===== src/rtl/lsu_pkg.sv =====
// Shared definitions for the load/store unit: FSM states, funct3 access sizes,
// bus response codes and the alignment rule used at request acceptance.
package lsu_pkg;

    typedef enum logic [2:0] {
        IDLE    = 3'd0,
        RD_ADDR = 3'd1,
        RD_DATA = 3'd2,
        WR_REQ  = 3'd3,
        WR_RESP = 3'd4,
        RESP    = 3'd5
    } state_e;

    localparam logic [2:0] LB  = 3'd0;
    localparam logic [2:0] LH  = 3'd1;
    localparam logic [2:0] LW  = 3'd2;
    localparam logic [2:0] LBU = 3'd4;
    localparam logic [2:0] LHU = 3'd5;

    localparam logic [1:0] OKAY = 2'b00;

    // op[1:0] encodes the access size for both signed and unsigned variants
    function automatic logic misaligned(input logic [2:0] op, input logic [1:0] addr_lo);
        case (op[1:0])
            2'd1:    return addr_lo[0];
            2'd2:    return addr_lo != 2'b00;
            default: return 1'b0;
        endcase
    endfunction

endpackage


===== src/rtl/lsu_align.sv =====
// Combinational lane handling: load lane select plus sign/zero extension, and
// store data replication with byte-strobe generation.
module lsu_align
    import lsu_pkg::*;
(
    input  logic [2:0]  op,
    input  logic [1:0]  addr_lo,
    input  logic [31:0] rdata_raw,
    input  logic [31:0] wdata_in,
    output logic [31:0] load_data,
    output logic [31:0] store_data,
    output logic [7:0]  store_strb
);

    logic [31:0] shifted;

    always_comb begin
        shifted    = rdata_raw >> {addr_lo, 3'b000};
        load_data  = rdata_raw;
        store_data = wdata_in;
        store_strb = 8'h0F;
        case (op[1:0])
            2'd0: begin
                load_data  = op[2] ? {24'b0, shifted[7:0]} : {{24{shifted[7]}}, shifted[7:0]};
                store_data = {4{wdata_in[7:0]}};
                store_strb = 8'h01 << addr_lo;
            end
            2'd1: begin
                load_data  = op[2] ? {16'b0, shifted[15:0]} : {{16{shifted[15]}}, shifted[15:0]};
                store_data = {2{wdata_in[15:0]}};
                store_strb = 8'h03 << addr_lo;
            end
            default: ;
        endcase
    end

endmodule


===== src/rtl/lsu.sv =====
// Load/store unit: accepts one EXU request at a time and runs it as a single
// AXI-lite style read or write transaction, returning extended data or an error.
module lsu
    import lsu_pkg::*;
#(
    parameter int ADDR_W = 32,
    parameter int DATA_W = 32
) (
    input  logic              clk,
    input  logic              rst,

    input  logic              req_valid,
    output logic              req_ready,
    input  logic              req_wen,
    input  logic              req_ren,
    input  logic [2:0]        req_op,
    input  logic [ADDR_W-1:0] req_addr,
    input  logic [DATA_W-1:0] req_wdata,

    output logic              resp_valid,
    input  logic              resp_ready,
    output logic [DATA_W-1:0] resp_rdata,
    output logic              resp_err,

    output logic              awvalid,
    input  logic              awready,
    output logic [ADDR_W-1:0] awaddr,
    output logic              wvalid,
    input  logic              wready,
    output logic [DATA_W-1:0] wdata,
    output logic [7:0]        wstrb,
    input  logic              bvalid,
    output logic              bready,
    input  logic [1:0]        bresp,

    output logic              arvalid,
    input  logic              arready,
    output logic [ADDR_W-1:0] araddr,
    input  logic              rvalid,
    output logic              rready,
    input  logic [1:0]        rresp,
    input  logic [DATA_W-1:0] rdata
);

    state_e      state;
    logic [2:0]  op_q;
    logic [1:0]  addr_lo_q;

    logic [2:0]  align_op;
    logic [1:0]  align_lo;
    logic [31:0] load_data;
    logic [31:0] store_data;
    logic [7:0]  store_strb;

    // Store lanes are needed at acceptance, load lanes after the request is registered
    assign align_op = (state == IDLE) ? req_op : op_q;
    assign align_lo = (state == IDLE) ? req_addr[1:0] : addr_lo_q;

    lsu_align u_align (
        .op         (align_op),
        .addr_lo    (align_lo),
        .rdata_raw  (rdata),
        .wdata_in   (req_wdata),
        .load_data  (load_data),
        .store_data (store_data),
        .store_strb (store_strb)
    );

    always_ff @(posedge clk) begin
        if (rst) begin
            state      <= IDLE;
            op_q       <= '0;
            addr_lo_q  <= '0;
            req_ready  <= 1'b1;
            resp_valid <= 1'b0;
            resp_rdata <= '0;
            resp_err   <= 1'b0;
            arvalid    <= 1'b0;
            araddr     <= '0;
            rready     <= 1'b0;
            awvalid    <= 1'b0;
            awaddr     <= '0;
            wvalid     <= 1'b0;
            wdata      <= '0;
            wstrb      <= '0;
            bready     <= 1'b0;
        end else begin
            case (state)
                IDLE: begin
                    if (req_valid && req_ready) begin
                        req_ready <= 1'b0;
                        op_q      <= req_op;
                        addr_lo_q <= req_addr[1:0];
                        if (!req_wen && !req_ren) begin
                            state      <= RESP;
                            resp_valid <= 1'b1;
                            resp_rdata <= '0;
                            resp_err   <= 1'b0;
                        end else if (misaligned(req_op, req_addr[1:0])) begin
                            state      <= RESP;
                            resp_valid <= 1'b1;
                            resp_rdata <= '0;
                            resp_err   <= 1'b1;
                        end else if (req_wen) begin
                            state   <= WR_REQ;
                            awvalid <= 1'b1;
                            wvalid  <= 1'b1;
                            awaddr  <= {req_addr[ADDR_W-1:2], 2'b00};
                            wdata   <= store_data;
                            wstrb   <= store_strb;
                        end else begin
                            state   <= RD_ADDR;
                            arvalid <= 1'b1;
                            araddr  <= {req_addr[ADDR_W-1:2], 2'b00};
                        end
                    end
                end
                RD_ADDR: begin
                    if (arready) begin
                        arvalid <= 1'b0;
                        rready  <= 1'b1;
                        state   <= RD_DATA;
                    end
                end
                RD_DATA: begin
                    if (rvalid) begin
                        rready     <= 1'b0;
                        resp_valid <= 1'b1;
                        resp_rdata <= load_data;
                        resp_err   <= (rresp != OKAY);
                        state      <= RESP;
                    end
                end
                WR_REQ: begin
                    if (awready) awvalid <= 1'b0;
                    if (wready)  wvalid  <= 1'b0;
                    // A channel is finished once its valid is low or completes this cycle
                    if ((!awvalid || awready) && (!wvalid || wready)) begin
                        bready <= 1'b1;
                        state  <= WR_RESP;
                    end
                end
                WR_RESP: begin
                    if (bvalid) begin
                        bready     <= 1'b0;
                        resp_valid <= 1'b1;
                        resp_rdata <= '0;
                        resp_err   <= (bresp != OKAY);
                        state      <= RESP;
                    end
                end
                RESP: begin
                    if (resp_ready) begin
                        resp_valid <= 1'b0;
                        req_ready  <= 1'b1;
                        state      <= IDLE;
                    end
                end
                default: begin
                    state     <= IDLE;
                    req_ready <= 1'b1;
                end
            endcase
        end
    end

endmodule


===== config.mk =====
export PLATFORM = sky130hd
export DESIGN_NAME = lsu
export DESIGN_NICKNAME = d
export VERILOG_FILES = /design/src/rtl/lsu_pkg.sv /design/src/rtl/lsu_align.sv /design/src/rtl/lsu.sv
export SDC_FILE = /design/constraint.sdc
export NUM_CORES = 1
export LEC_CHECK = 0
export BUFFER_PORTS_ARGS = -buffer_cell sky130_fd_sc_hd__buf_2
export CAP_MARGIN = 20
export CORE_ASPECT_RATIO = 1.4
export CORE_UTILIZATION = 24
export DETAILED_ROUTE_END_ITERATION = 12
export PLACE_DENSITY = 0.56
export SETUP_SLACK_MARGIN = 0.02
export SLEW_MARGIN = 20
export SYNTH_ARGS = -nofsm -noshare
export SYNTH_HDL_FRONTEND = slang
export SYNTH_SLANG_ARGS = --single-unit
export TNS_END_PERCENT = 30

===== constraint.sdc =====
create_clock -name clk -period 3.2 [get_ports clk]
set_clock_uncertainty 0.05 [all_clocks]
set_input_delay 0.64 -clock clk [delete_from_list [all_inputs] [get_ports clk]]
set_output_delay 0.64 -clock clk [all_outputs]
set_load 0.01 [all_outputs]

==> results.py, run 1 <==
metrics = {
    "layout": {
        "regArea_um2": 2900,
        "fillers": 2818,
        "multi_input_area_um2": 3190,
        "drive_gt1_share_pct": 32.2,
        "synthToLayoutAreaGrowth_pct": 33.7,
        "layout_commonest_cell": "buf_2",
        "fin_cells": 1359,
        "layout_common_cells": "buf_2 (249), nand2_1 (173), dfxtp_1 (145)",
        "post-route-util_pct": 32.9,
        "fin_nets": 1136,
    },
    "sta": {
        "worst_pin_slew_ns": 0.734,
        "finalHoldViolations": 0,
        "period_share_pct": 73.2,
        "rsz0062_at_grt": "no",
        "slew_headroom_pct": 51.0,
        "setup-tns-final_ns": 0,
        "setup_violations": 0,
        "fmax_mhz": 427,
        "drv_slew": 0,
        "post-route-min-period_ns": 2.34,
    },
    "place": {
        "place_congestion": 0.825,
        "place_hpwl_um": 16000,
        "dp.cells": 1325,
        "io_buffers": 250,
    },
    "synth": {
        "syn_area_um2": 6470,
        "synth_area_per_cell_um2": 8.19,
        "ys_ff_latch": 145,
        "async_flop_share_pct": 0,
        "ys_types": 62,
        "synth-seq-area-share_pct": 44.9,
        "yosysWarnings": 0,
        "postSynthCellCount": 790,
        "synth_flop_cell": "dfxtp_1",
        "synth_edf_count": 0,
    },
    "route": {
        "antenna_left": 0,
        "post_drt_wl_per_cell_um": 16.4,
        "top_layer": "met4",
        "drt-total-wl_um": 22200,
        "drt-met1-wl_um": 9110,
        "drc_errors": 0,
        "first_pass_iters": 6,
        "vias": 6566,
        "met2_length_um": 11100,
        "viasPerCell": 4.83,
        "drt_iter0_drc": 384,
        "wl_met3_um": 1370,
    },
    "power": {
        "internal_power_mw": 4.41,
        "leakage_nw": 3.73,
        "power_density_nw_per_um2": 828,
        "ir_drop_mv": 0.376,
        "p_comb_share_pct": 38.0,
        "switching_power_mw": 2.75,
        "swShare_pct": 38.5,
        "power_mw": 7.16,
        "power_frac_seq_pct": 31.3,
        "clock_power_share_pct": 30.7,
    },
    "worst_setup_path": {
        "start_kind": "flip-flop",
        "r2r-end": "resp_rdata[28]",
        "crit_start": "state[0]",
        "endpoint": "resp_rdata[28]",
        "endpoint_kind": "flip-flop",
        "r2r_slack_ns": 0.86,
        "crit_fanout": 16,
        "cp.arrival_ns": 2.58,
        "required_ns": 3.44,
        "r2r_cells": 5,
        "path_class": "flip-flop to flip-flop",
        "rr_startpoint": "state[0]",
    },
    "clocking": {
        "clk_latency_ns": 0.43,
        "root_buffer": "clkbuf_16",
        "cts.clk_slew.worst_paths_ns": 0.07,
        "cts_tree": "done",
        "cts_resized": 0,
        "cts_buffers": 17,
        "post_cts_buffers": 0,
        "cts_hold_buf": 0,
        "clock-sinks": 145,
        "clock_path_buffers": 2,
        "h-tree-depth": 4,
    },
    "grt": {
        "grt_pass1_vias": 6346,
        "grt_max_degree": 67,
        "antenna_found_initial": 2,
        "grt_overflow": 0,
        "track_usage_pct": 16.2,
        "grt_pass1_wl_um": 34700,
    },
    "flow_run": {
        "max_cap_violations": 0,
    },
    "die": {
        "die_area_um2": 27600,
        "rows": 70,
        "coreArea_um2": 26300,
        "ios": 258,
        "die_y_um": 196,
        "start_util_pct": 24.6,
        "fp.dieW_um": 141,
    },
    "run_status": {
        "status": "completed",
    },
    "worst_hold_path": {
        "min_path_type": "primary input to flip-flop",
    },
}
[final cells by class]
cell class / instances / share of cell area, %
sequential: 145 / 33.6
antenna: 2 / 0.0578
clock buffer: 18 / 5.08
timing repair buffer: 276 / 16.9
multi-input combinational: 567 / 36.8
tap: 324 / 4.69
inverter: 13 / 0.564
clock inverter: 14 / 2.34
[worst max-delay path, stage by stage, from the launching register on]
cell	delay (ns)
dfxtp_1	0.41
or4b_4	0.68
and2_1	0.22
a32o_1	0.27
a21oi_4	0.44
o31ai_1	0.14
[flip-flops by register name (all words and copies together) (netlist names)]
signal      cells
wvalid          1
rready          1
addr_lo_q       2
awvalid         1
araddr         30
awaddr         30
op_q            3
req_ready       1
resp_valid      1
resp_rdata     32
state           3
arvalid         1
wdata          32
resp_err        1
wstrb           5
bready          1
[Yosys cell counts (all sizes together), types with 9 or more instances]
library cell	n	area [µm²]
a211oi	19	148
a21oi	100	516
a221oi	9	78.8
a311oi	11	96.3
and3	10	62.6
buf	31	214
clkbuf	40	150
dfxtp	145	2900
inv	12	45.0
mux2i	11	114
nand2	173	649
nand2b	10	62.6
nor2	67	251
o211ai	17	128
o21ai	28	148
o2bb2ai	9	78.8
o31ai	19	156
[through the flow]
stage / area (µm²) / worst slack [ns] / hold slack, ns
6_report: 8650 / 0.858 / 0.378
5_1_grt: 8650 / 0.724 / 0.362
4_1_cts: 8650 / 0.816 / 0.359
3_5_place_dp: 8010 / 0.525 / 0.391
3_3_place_gp: 8010 / 0.545 / 0.388
2_1_floorplan: 6490 / 0.893 / 0.426
[power by group through the flow]
stage | Combinational (mW) | Clock (mW) | Sequential (mW)
after global placement | 2.72 | 0 | 2.27
after global routing | 3.00 | 2.33 | 2.28
final | 2.72 | 2.20 | 2.24
after CTS | 2.76 | 2.26 | 2.24
after detailed placement | 2.75 | 0 | 2.28
after floorplan | 1.80 | 0 | 2.35
[how the worst min path moves through the flow]
stage | cells after the start | startpoint | slack, ns | end
CTS | 2 | rdata[4] | 0.36 | resp_rdata[4]
finish | 2 | rdata[4] | 0.38 | resp_rdata[4]
global route | 2 | rdata[4] | 0.36 | resp_rdata[4]
floorplan | 2 | wstrb[4] | 0.43 | wstrb[4]
global placement | 2 | araddr[14] | 0.39 | araddr[14]
detailed placement | 1 | resp_rdata[13] | 0.39 | resp_rdata[13]
[routing by layer]
| layer | vias up | global-route usage, % |
|---|---|---|
| li1 | 3232 | - |
| met1 | 3070 | 18.5 |
| met2 | 229 | 27.7 |
| met3 | 35 | 4.00 |
| met4 | 0 | 8.33 |
| met5 | - | 0 |
[cells by family after synthesis]
logic type / share of synthesized area (%)
mux: 2.86
flops: 44.9
other cells: 0.0580
simple gates: 19.7
compound gates: 25.7
fa+ha+maj: 0.387
buf+inv: 6.38
(Power assumes the default switching activity.)
==> inputs of run 2 (changes only) <==
--- a/config.mk
+++ b/config.mk
@@ -10,7 +10,7 @@
 export CORE_ASPECT_RATIO = 1.4
 export CORE_UTILIZATION = 24
 export DETAILED_ROUTE_END_ITERATION = 12
-export PLACE_DENSITY = 0.56
+export PLACE_DENSITY = 0.58
 export SETUP_SLACK_MARGIN = 0.02
 export SLEW_MARGIN = 20
 export SYNTH_ARGS = -nofsm -noshare
==> constraint.sdc (replaced) <==
create_clock -name clk -period 2 [get_ports clk]
set_clock_uncertainty 0.05 [all_clocks]
set_input_delay 0.4 -clock clk [delete_from_list [all_inputs] [get_ports clk]]
set_output_delay 0.4 -clock clk [all_outputs]
set_load 0.01 [all_outputs]
==> results.py, run 2 (same netlist as run 1, synthesis figures left out) <==
metrics = {
    "run_status": {
        "status": "complete, but fails checks",
        "violations": "negative setup slack",
    },
    "worst_setup_path": {
        "path_cells": "or3_4 > buf_6 > or3_4 > a21oi_4 > clkbuf_16 > o2bb2ai_1",
        "crit_top_cell": "or3_4",
        "crit_path_top_delay_cell": "or3_4",
        "start_kind": "flip-flop",
        "endpoint_kind": "flip-flop",
        "required_ns": 2.31,
        "crit_fanout": 8,
        "path_class": "flip-flop to flip-flop",
        "cp_slowest_stage_delay_ns": 0.47,
        "cp.arrival_ns": 2.34,
    },
    "layout": {
        "largestRegisters": "resp_rdata x32, wdata x32",
        "layout_commonest_cell": "buf_2",
        "fin_cells": 1418,
        "post-route-util_pct": 36.1,
        "fillers": 2807,
        "synthToLayoutAreaGrowth_pct": 46.5,
        "drive_gt1_share_pct": 39.4,
        "fin_nets": 1196,
        "layout_common_cells": "buf_2 (250), nand2_1 (173), dfxtp_1 (142)",
    },
    "route": {
        "vias": 6855,
        "drt_iter0_drc": 301,
        "drt-total-wl_um": 22800,
        "first_pass_iters": 5,
        "post_drt_wl_per_cell_um": 16.1,
        "drc_errors": 0,
        "viasPerCell": 4.83,
        "antenna_left": 0,
    },
    "grt": {
        "use_met3_pct": 3.83,
        "grt_pass1_wl_um": 35300,
        "track_usage_pct": 16.4,
        "grt_max_degree": 85,
        "antenna_found_initial": 1,
        "grt_overflow": 0,
        "groute.layer.met1.usage_pct": 19.1,
        "grtUsageMet2_pct": 28.6,
        "grt_pass1_vias": 6573,
        "busiest_layer": "met2",
    },
    "die": {
        "rows": 70,
        "die_y_um": 196,
        "start_util_pct": 24.6,
        "ios": 258,
        "fp.dieW_um": 141,
        "coreArea_um2": 26300,
        "die_area_um2": 27600,
    },
    "clocking": {
        "h-tree-depth": 4,
        "root_buffer": "clkbuf_16",
        "cts_buffers": 17,
        "clock-sinks": 145,
        "clock_path_buffers": 2,
        "clk_latency_ns": 0.42,
        "cts_tree": "done",
        "cts.clk_slew.worst_paths_ns": 0.06,
    },
    "sta": {
        "fmax_mhz": 492,
        "setup_violations": 26,
        "post-route-min-period_ns": 2.03,
        "finalHoldViolations": 0,
        "drv_slew": 0,
        "fin_ws_ns": -0.0308,
        "rsz0062_at_grt": "yes",
        "period_share_pct": 102,
        "holdWs_ns": 0.143,
    },
    "place": {
        "dp.cells": 1377,
        "place_hpwl_um": 16400,
        "dpl_worst_slack_ns": -0.217,
        "io_buffers": 250,
        "place_congestion": 0.846,
    },
    "power": {
        "power_density_nw_per_um2": 1340,
        "power_mw": 12.7,
        "ir_drop_mv": 0.589,
        "leakage_nw": 4.10,
    },
    "flow_run": {
        "max_cap_violations": 0,
    },
    "worst_hold_path": {
        "min_path_type": "primary input to flip-flop",
    },
}
run 2: cell count changes in the layout (fill, tap and decap cells not counted), sizes merged:
cell	previous run	this run
inv	16	14
or4b	2	3
buf	276	334
clkinv	4	3
clkinvlp	3	5
diode	2	1
bufinv	4	1
clkbuf	18	23
run 2: final timing paths:
kind	slack [ns]	cells after the start	start	endpoint
max	-0.03	6	state[1]	resp_rdata[12]
min	0.14	2	rdata[5]	resp_rdata[5]
max reg2reg	-0.03	6	state[1]	resp_rdata[12]
min reg2reg	0.40	2	araddr[21]	araddr[21]
run 2: area by class of cell:
cell class	count	area [µm²]	area share (%)
Sequential cell	145	2910	30.7
Clock buffer	22	474	5.00
Timing Repair Buffer	335	2090	22.1
Tap cell	324	405	4.28
Multi-Input combinational cell	568	3440	36.3
Antenna cell	1	2.50	0.0264
Inverter	13	48.8	0.515
Clock inverter	10	103	1.08
run 2: layer usage:
layer / vias up / share of wire [%]
li1: 3361 / -
met1: 3206 / 42
met2: 251 / 51
met3: 37 / 5.3
met4: 0 / 2.5
met5: - / 0
run 2: critical path, delay by kind of cell, from the launching register on:
family | cells | cell delay [ns]
AOI/OAI and AO/OA | 2 | 0.36
buffers and inverters | 2 | 0.35
and+or+nand+nor | 2 | 0.85
DFF | 1 | 0.36
run 2: report_power, final:
group,internal (mW),switching [mW]
clock,1.82,1.33
combinational,2.73,3.24
sequential,3.32,0.258
total,7.87,4.82
run 2: timing repair:
item,4_1_cts,5_1_grt
cloned,1,2
resized for setup,34,37
endpoints found under the setup margin,78,64
buffers inserted,5,1
pin swaps,13,21
hold buffers,0,0
run 2: per-stage QoR:
stage / instance area (µm²) / TNS, ns
floorplan: 6500 / -0.857
global placement: 8530 / -5.20
detailed placement: 8530 / -10.14
CTS: 9270 / 0
global route: 9480 / -2.30
finish: 9480 / -0.281
